**src/rtl/pwm_audio_out.sv**
```systemverilog
// pwm_audio_out: buffered, volume-scaled single-bit PWM audio output.
// One sample per 256-cycle period, with underrun and new-duty pulses.
module pwm_audio_out #(
  parameter int PWM_BITS      = 8,
  parameter int MAX_AMPLITUDE = 255
) (
  input  logic                clk,
  input  logic                rst,
  input  logic [PWM_BITS:0]   sample_in,
  input  logic                sample_valid,
  output logic                sample_ready,
  input  logic [4:0]          volume,
  input  logic                mute,
  output logic                pwm_out,
  output logic                sample_tick,
  output logic                underrun
);

  localparam int PW = PWM_BITS + 5;

  localparam logic [PWM_BITS:0] MAX_W =
    (PWM_BITS+1)'(MAX_AMPLITUDE);
  localparam logic [PWM_BITS-1:0] MAX_N =
    PWM_BITS'(MAX_AMPLITUDE);
  localparam logic [PWM_BITS-1:0] CNT_LAST =
    {PWM_BITS{1'b1}};
  localparam logic [PWM_BITS-1:0] CNT_CONSUME =
    CNT_LAST - 1'b1;
  localparam logic [PWM_BITS-1:0] DUTY_MID =
    PWM_BITS'(1 << (PWM_BITS - 1));

  logic [PWM_BITS-1:0] cnt;
  logic [PWM_BITS-1:0] sbuf;
  logic                buf_full;
  logic                pend;
  logic [PW-1:0]       prod;
  logic [PWM_BITS-1:0] duty;

  logic [PWM_BITS-1:0] clamped;
  logic [4:0]          vol_sat;
  logic                accept;
  logic                consume;
  logic                at_last;

  assign sample_ready = !buf_full;
  assign accept       = sample_valid && sample_ready;
  assign at_last      = (cnt == CNT_LAST);
  assign consume      = (cnt == CNT_CONSUME);

  // Clamp incoming sample and saturate gain at unity (16/16).
  always_comb begin
    clamped = sample_in[PWM_BITS-1:0];
    if (sample_in > MAX_W)
      clamped = MAX_N;
    vol_sat = volume;
    if (volume > 5'd16)
      vol_sat = 5'd16;
  end

  // Free-running period counter.
  always_ff @(posedge clk or posedge rst) begin
    if (rst)
      cnt <= '0;
    else
      cnt <= cnt + 1'b1;
  end

  // One-entry buffer; drained only at the consume cycle.
  always_ff @(posedge clk or posedge rst) begin
    if (rst) begin
      sbuf     <= '0;
      buf_full <= 1'b0;
    end else if (consume && buf_full) begin
      buf_full <= 1'b0;
    end else if (accept) begin
      sbuf     <= clamped;
      buf_full <= 1'b1;
    end
  end

  // Scale stage: multiply at consume, load duty at period end.
  always_ff @(posedge clk or posedge rst) begin
    if (rst) begin
      prod <= '0;
      pend <= 1'b0;
      duty <= DUTY_MID;
    end else begin
      if (consume) begin
        pend <= buf_full;
        if (buf_full)
          prod <= {5'b0, sbuf} * {PWM_BITS'(0), vol_sat};
      end
      if (at_last && pend)
        duty <= PWM_BITS'(prod >> 4);
    end
  end

  // Registered PWM pin and boundary status pulses.
  always_ff @(posedge clk or posedge rst) begin
    if (rst) begin
      pwm_out     <= 1'b0;
      sample_tick <= 1'b0;
      underrun    <= 1'b0;
    end else begin
      pwm_out     <= (cnt < duty) && !mute;
      sample_tick <= at_last && pend;
      underrun    <= at_last && !pend;
    end
  end

endmodule

```
**config.mk**
```make
export PLATFORM = sky130hd
export DESIGN_NAME = pwm_audio_out
export DESIGN_NICKNAME = d
export VERILOG_FILES = /design/src/rtl/pwm_audio_out.sv
export SDC_FILE = /design/constraint.sdc
export NUM_CORES = 1
export LEC_CHECK = 0
export BUFFER_PORTS_ARGS = -buffer_cell sky130_fd_sc_hd__buf_4
export CORE_ASPECT_RATIO = 0.8
export CORE_MARGIN = 2
export CORE_UTILIZATION = 45
export DETAILED_ROUTE_END_ITERATION = 10
export PLACE_DENSITY_LB_ADDON = 0.15
export SLEW_MARGIN = 15
export SYNTH_ARGS = -nofsm -noshare
export SYNTH_HDL_FRONTEND = slang
export SYNTH_SLANG_ARGS = --single-unit
```
**constraint.sdc**
```tcl
create_clock -name clk -period 4.8 [get_ports clk]
set_input_delay 0.24 -clock clk [delete_from_list [all_inputs] [get_ports clk]]
set_output_delay 0.24 -clock clk [all_outputs]
set_load 0.05 [all_outputs]
```
* Yosys cells after proc, flatten, opt, wreduce, memory -nomap -nowiden *
Index checks and enable logic that the tools add are counted.

storage, ports and cells
  register bits after elaboration = 41
  input port bits = 18
  output and inout port bits = 4
  word-level logic and storage cells = 32

cells by class
  $add $sub $neg = 1
  $mul = 1
  order comparisons = 3
  equality and inequality tests = 2
  multiplexer cells = 4
  bitwise operators = 1
  reductions and logical operators = 11

operators with widths
  operator                                                                         number
  8-bit == test, second input constant                                             2
  8-bit by 5-bit multiplier with 12-bit output                                     1
  9-bit by 8-bit greater-than comparator with 1-bit output, second input constant  1
  8-bit by 1-bit adder with 8-bit output, second input constant                    1
  8-bit < comparator                                                               1
  8-bit two-way mux                                                                1
  5-bit greater-than comparator, second input constant                             1
  1-bit logical AND                                                                5
  5-bit two-way mux                                                                1
  2-bit AND reduction                                                              2
  1-bit logical NOT                                                                3
  1-bit two-way mux                                                                2
  2-bit nonzero test                                                               1
  1-bit inverter                                                                   1

* Depth between registers and ports, before layout *
  word-level depth = 4
  depth in mapped cells = 16

* Worst setup path before layout *
Ideal clock, no wire load.

  path type = in2reg
  start point = in volume[4]
  end point = reg prod[10]
  library setup time = 0.132 ns
  arrival time = 3.672 ns
  required time = 4.668 ns
  path slack = 0.996 ns
  stages = 15
  path buffers = 2
  cell sequence = buf_2 > nor2b_1 > and2_1 > fa_1 > fa_1 > inv_1 > fa_1 > inv_1 > ha_1 > clkbuf_1 > and3_1 > nand4_1 > o21ai_0 > mux2i_1 > o211ai_1

between the ends
  cells in the longest elaborated chain, start to end = 3

ends and longest elaborated chain
  element                                           line  RTL
  from (decl)                                       12    input logic [4:0] volume,
  5-bit greater-than comparator                     56    if (volume > 5'd16)
  5-bit two-way mux (*)                             56
  8-bit by 5-bit multiplier with 12-bit output (*)  91    prod <= {5'b0, sbuf} * {PWM_BITS'(0), vol_sat};
  to (signal assigned)                              91
  to (decl)                                         36    logic [PW-1:0] prod;

Every way passes the cells marked *; elsewhere a longest branch is shown, timed or not.
A chain may end at the register's enable or synchronous reset.

* Worst setup path in the final report *
  start point = reg sbuf[1]
  end point = reg prod[9]

between the ends
  cells in the longest elaborated chain, start to end = 1

ends and longest elaborated chain
  element                                       line  RTL
  from (decl)                                   33    logic [PWM_BITS-1:0] sbuf;
  from (signal assigned)                        76    sbuf <= clamped;
  8-bit by 5-bit multiplier with 12-bit output  91

Every way passes these cells.

==> summary.md <==
| Metric | Value |
|---|---|
| Yosys cell types | `43` |
| Avg Synthesized Cell Area | `9.45 um^2` |
| Final HPWL DP | `4.04 mm` |
| Mux contribution to synthesized area | `~3.5%` |
| Crit path max-delay family | `adder cells` |
| Pint | `approximately 480 uW` |
| Most frequent cells in the layout | `nand2_1 (42), dfrtp_1 (36), inv_1 (34)` |
| Footprint of the multi-input gates | `approximately 1700 um^2` |
| Final std cells w/o fill | `between 300 and 400` |
| Die Wd | `slightly above 90 um` |
| Initial drt markers | `100` |
| Slew Limit Fails | `0` |
| Wire length per cell | `roughly 13 um` |
| Worst VDD drop | `approximately 0.00013 V` |
| Vias | `~2000` |
| Largest net degree at the start of global routing | `38` |
| Port-buffer cells | `21` |
| Post-Place Cells | `a little under 400` |
| Net Sw Power | `230 uW` |
| Crit share post-route | `80.9%` |
| Flop pwr share | `a little under half` |
| Sequential area share after synthesis | `around 33%` |
| Crit-path cells | `and2_1, fa_1, fa_1, inv_1, fa_1, inv_1, ha_1, a21o_1, a21oi_1, o21ai_1, or3_1, nand3_1` |
| Net Count, Synth | `between 300 and 400` |
| I/O pin count | `22` |
| CTS tree | `yes` |
| Critical path's most frequent cell | `fa_1` |
| WP buf/inv | `2` |
| DRC viols | `0` |
| Yosys warning total | `0` |
| Largest family of logic cells by synthesized area | `adder cells` |
| Compound-cell area share of the yosys netlist | `10.0%` |
| Setup tns final | `0 ns` |
| CP Class | `reg -> reg` |
| Adder-cell share of the synthesized area | `between 20% and 30%` |
| Synthesis-to-finish area growth | `10.7%` |
| Total global routing overflow | `0` |
| Skew final | `approximately 0.0052 ns` |
| # diodes | `0` |
| Layout fillers | `555` |
| Req. time, crit path | `~5 ns` |
| Worst slew margin | `around 50%` |
| Seq cells post-synth | `37` |
| Leak | `~1.5 nW` |
| Hold Fails Final Rpt | `0` |
| Post CTS Setup Buffer Count | `0` |
| Via density | `5.02` |
| Post-synth EDFFs | `0` |
| Min cycle time layout | `approximately 3.9 ns` |
| GRT Overall Usage | `between 15 and 20%` |
| Worst Setup End Kind | `register` |
| Number of max-cap violations | `0` |
| Primary FF master, synth | `dfrtp_1` |
| TritonCTS Sinks | `37` |
| Status | `finished, final reports clean` |
| Mapped cell area | `2830 um^2` |
| CTS max path bufs | `2` |
| Die Y | `about 75 um` |
| Final antenna-violating net count | `0` |
| Setup-failing EPs final | `0` |
| Number of global-route vias before repair | `about 1700` |
| Least-Margin Pin Slew | `between 0.7 and 0.8 ns` |
| Crit path max fanout | `7` |
| Initial DRT Pass Iterations | `4` |
| Gpl congestion | `roughly 0.87` |
| WL final | `roughly 5.3 mm` |
| Reg2reg start | `sbuf[1]` |
| Initial Utilization | `roughly 47%` |
| Async SR Flop Fraction | `100%` |
| RSZ-0062 raised after global routing | `no` |
| Reg clk slew, reported paths | `0.08 ns` |
| Root Driver | `clkbuf_8` |
| Cts hold-fix bufs | `0` |
| Pwr Density | `228 nW/um^2` |
| Net Sw Frac | `32.2%` |
| Die ar. | `~6900 um^2` |
| Most common cell after layout, fill and taps aside | `nand2_1` |
| Post-CTS sizing | `0` |
| PnR worst setup slack | `about 0.92 ns` |
| Slowest cell on the critical path | `fa_1` |
| Critical path origin | `sbuf[1]` |
| Number of buffers created by CTS | `5` |
| Pre-CTS setup slack | `slightly below 0.7 ns` |
| Worst hold path class | `in -> async` |
| # rows | `25` |
| Total Power | `about 700 uW` |
| Share of cells above drive strength 1 | `between 10 and 15%` |
| Synthesized instance count | `around 300` |
| Layout Nets | `378` |
| Core Region | `5970 um^2` |
| H-Tree Level Count | `2` |
| Clock power frac | `between 30% and 40%` |
| Achievable clock frequency | `approximately 0.26 GHz` |
| CP Data Arrival Time | `between 4 and 5 ns` |
| CP peak stage delay | `approximately 0.54 ns` |
| Startpoint types | `register` |
| Post-synthesis xor/xnor area fraction | `roughly 4.3%` |
| Post-synthesis simple-gate area fraction | `19.7%` |
| Comb pwr share | `around 22%` |
| Seq. cell area | `a little over 900 um^2` |
| First-pass GRT wire length | `between 8 and 9 mm` |
| Clk_lat worst skew | `~0.28 ns` |
| Initial antenna violation count | `0` |
state kept, by name, indices dropped and copies added (netlist names):
signal       count
cnt              8
duty             8
prod             8
sbuf             8
buf_full         1
pend             1
pwm_out          1
sample_tick      1
underrun         1
synth_stat cells (4+ instances only):
master	number	area share [%]
xnor2_1	10	3.1
a21oi_1	9	1.6
dfrtp_1	36	32
mux2_2	8	3.2
ha_1	27	12
nand3_1	8	1.4
o21ai_0	12	2.1
inv_1	34	4.5
nand2_1	42	5.6
clkbuf_1	5	0.66
nor2b_1	4	0.89
nor2_1	13	1.7
fa_1	16	11
and2_1	22	4.9
xor2_1	4	1.2
a21o_1	4	1.1
nand4_1	7	1.5
power by group through the flow:
stage	Sequential (mW)	Clock, mW	Combinational, mW
global placement	0.340	0	0.156
finish	0.334	0.222	0.159
global route	0.336	0.238	0.181
floorplan	0.333	0	0.123
detailed placement	0.340	0	0.158
CTS	0.334	0.228	0.160
final cells by class:
type                            count  share of cell area (%)
Timing Repair Buffer               22                    5.28
Sequential cell                    37                    29.6
Tap cell                           81                    3.24
Clock inverter                      3                   0.560
Clock buffer                        5                    2.20
Inverter                           34                    4.08
Multi-Input combinational cell    217                    55.0
cell families (layout without fill, tap and decap cells):
kind of cell,after synthesis,after routing
AOI/OAI and AO/OA,41,41
xor gates and xnor gates,14,14
adders and majority gates,43,43
buffers and inverters,45,64
DFF,37,37
muxes,9,9
and+or+nand+nor,110,110
worst reg2reg max path: cells and delay by family, from the launching register on:
| kind | cells | cell delay, ns |
|---|---|---|
| AND/OR/NAND/NOR | 3 | 0.68 |
| adder cells (fa/ha/maj) | 4 | 1.95 |
| buffers and inverters | 2 | 0.09 |
| AO/OA/AOI/OAI | 3 | 0.60 |
| flip-flops | 1 | 0.50 |
metal layers:
| metal | vias to the layer above | track usage, % | wire [um] |
|---|---|---|---|
| met4 | 0 | 3.48 | 31 |
| met2 | 30 | 21.6 | 2150 |
| li1 | 1019 | - | - |
| met5 | - | 0 | 0 |
| met1 | 952 | 26.2 | 2910 |
| met3 | 2 | 3.00 | 168 |
final timing paths:
kind	endpoint	slack (ns)	cells after the start
max	prod[9]	0.92	12
max in group asynchronous	duty[7]	4.38	3
min in group clk	buf_full	0.17	3
min	sbuf[5]	0.06	3
min reg2reg	underrun	0.49	1
max reg2reg	prod[9]	0.92	12
stage by stage:
step | util, % | hold WS, ns | area, um^2
after global placement | 50.9 | 0.385 | 3040
after floorplan | - | 0.365 | 2830
after global routing | 52.4 | 0.105 | 3130
after detailed placement | 50.9 | 0.393 | 3040
final | 52.4 | 0.0569 | 3130
after CTS | 52.4 | 0.0815 | 3130
Power figures use the tool's default switching activity.
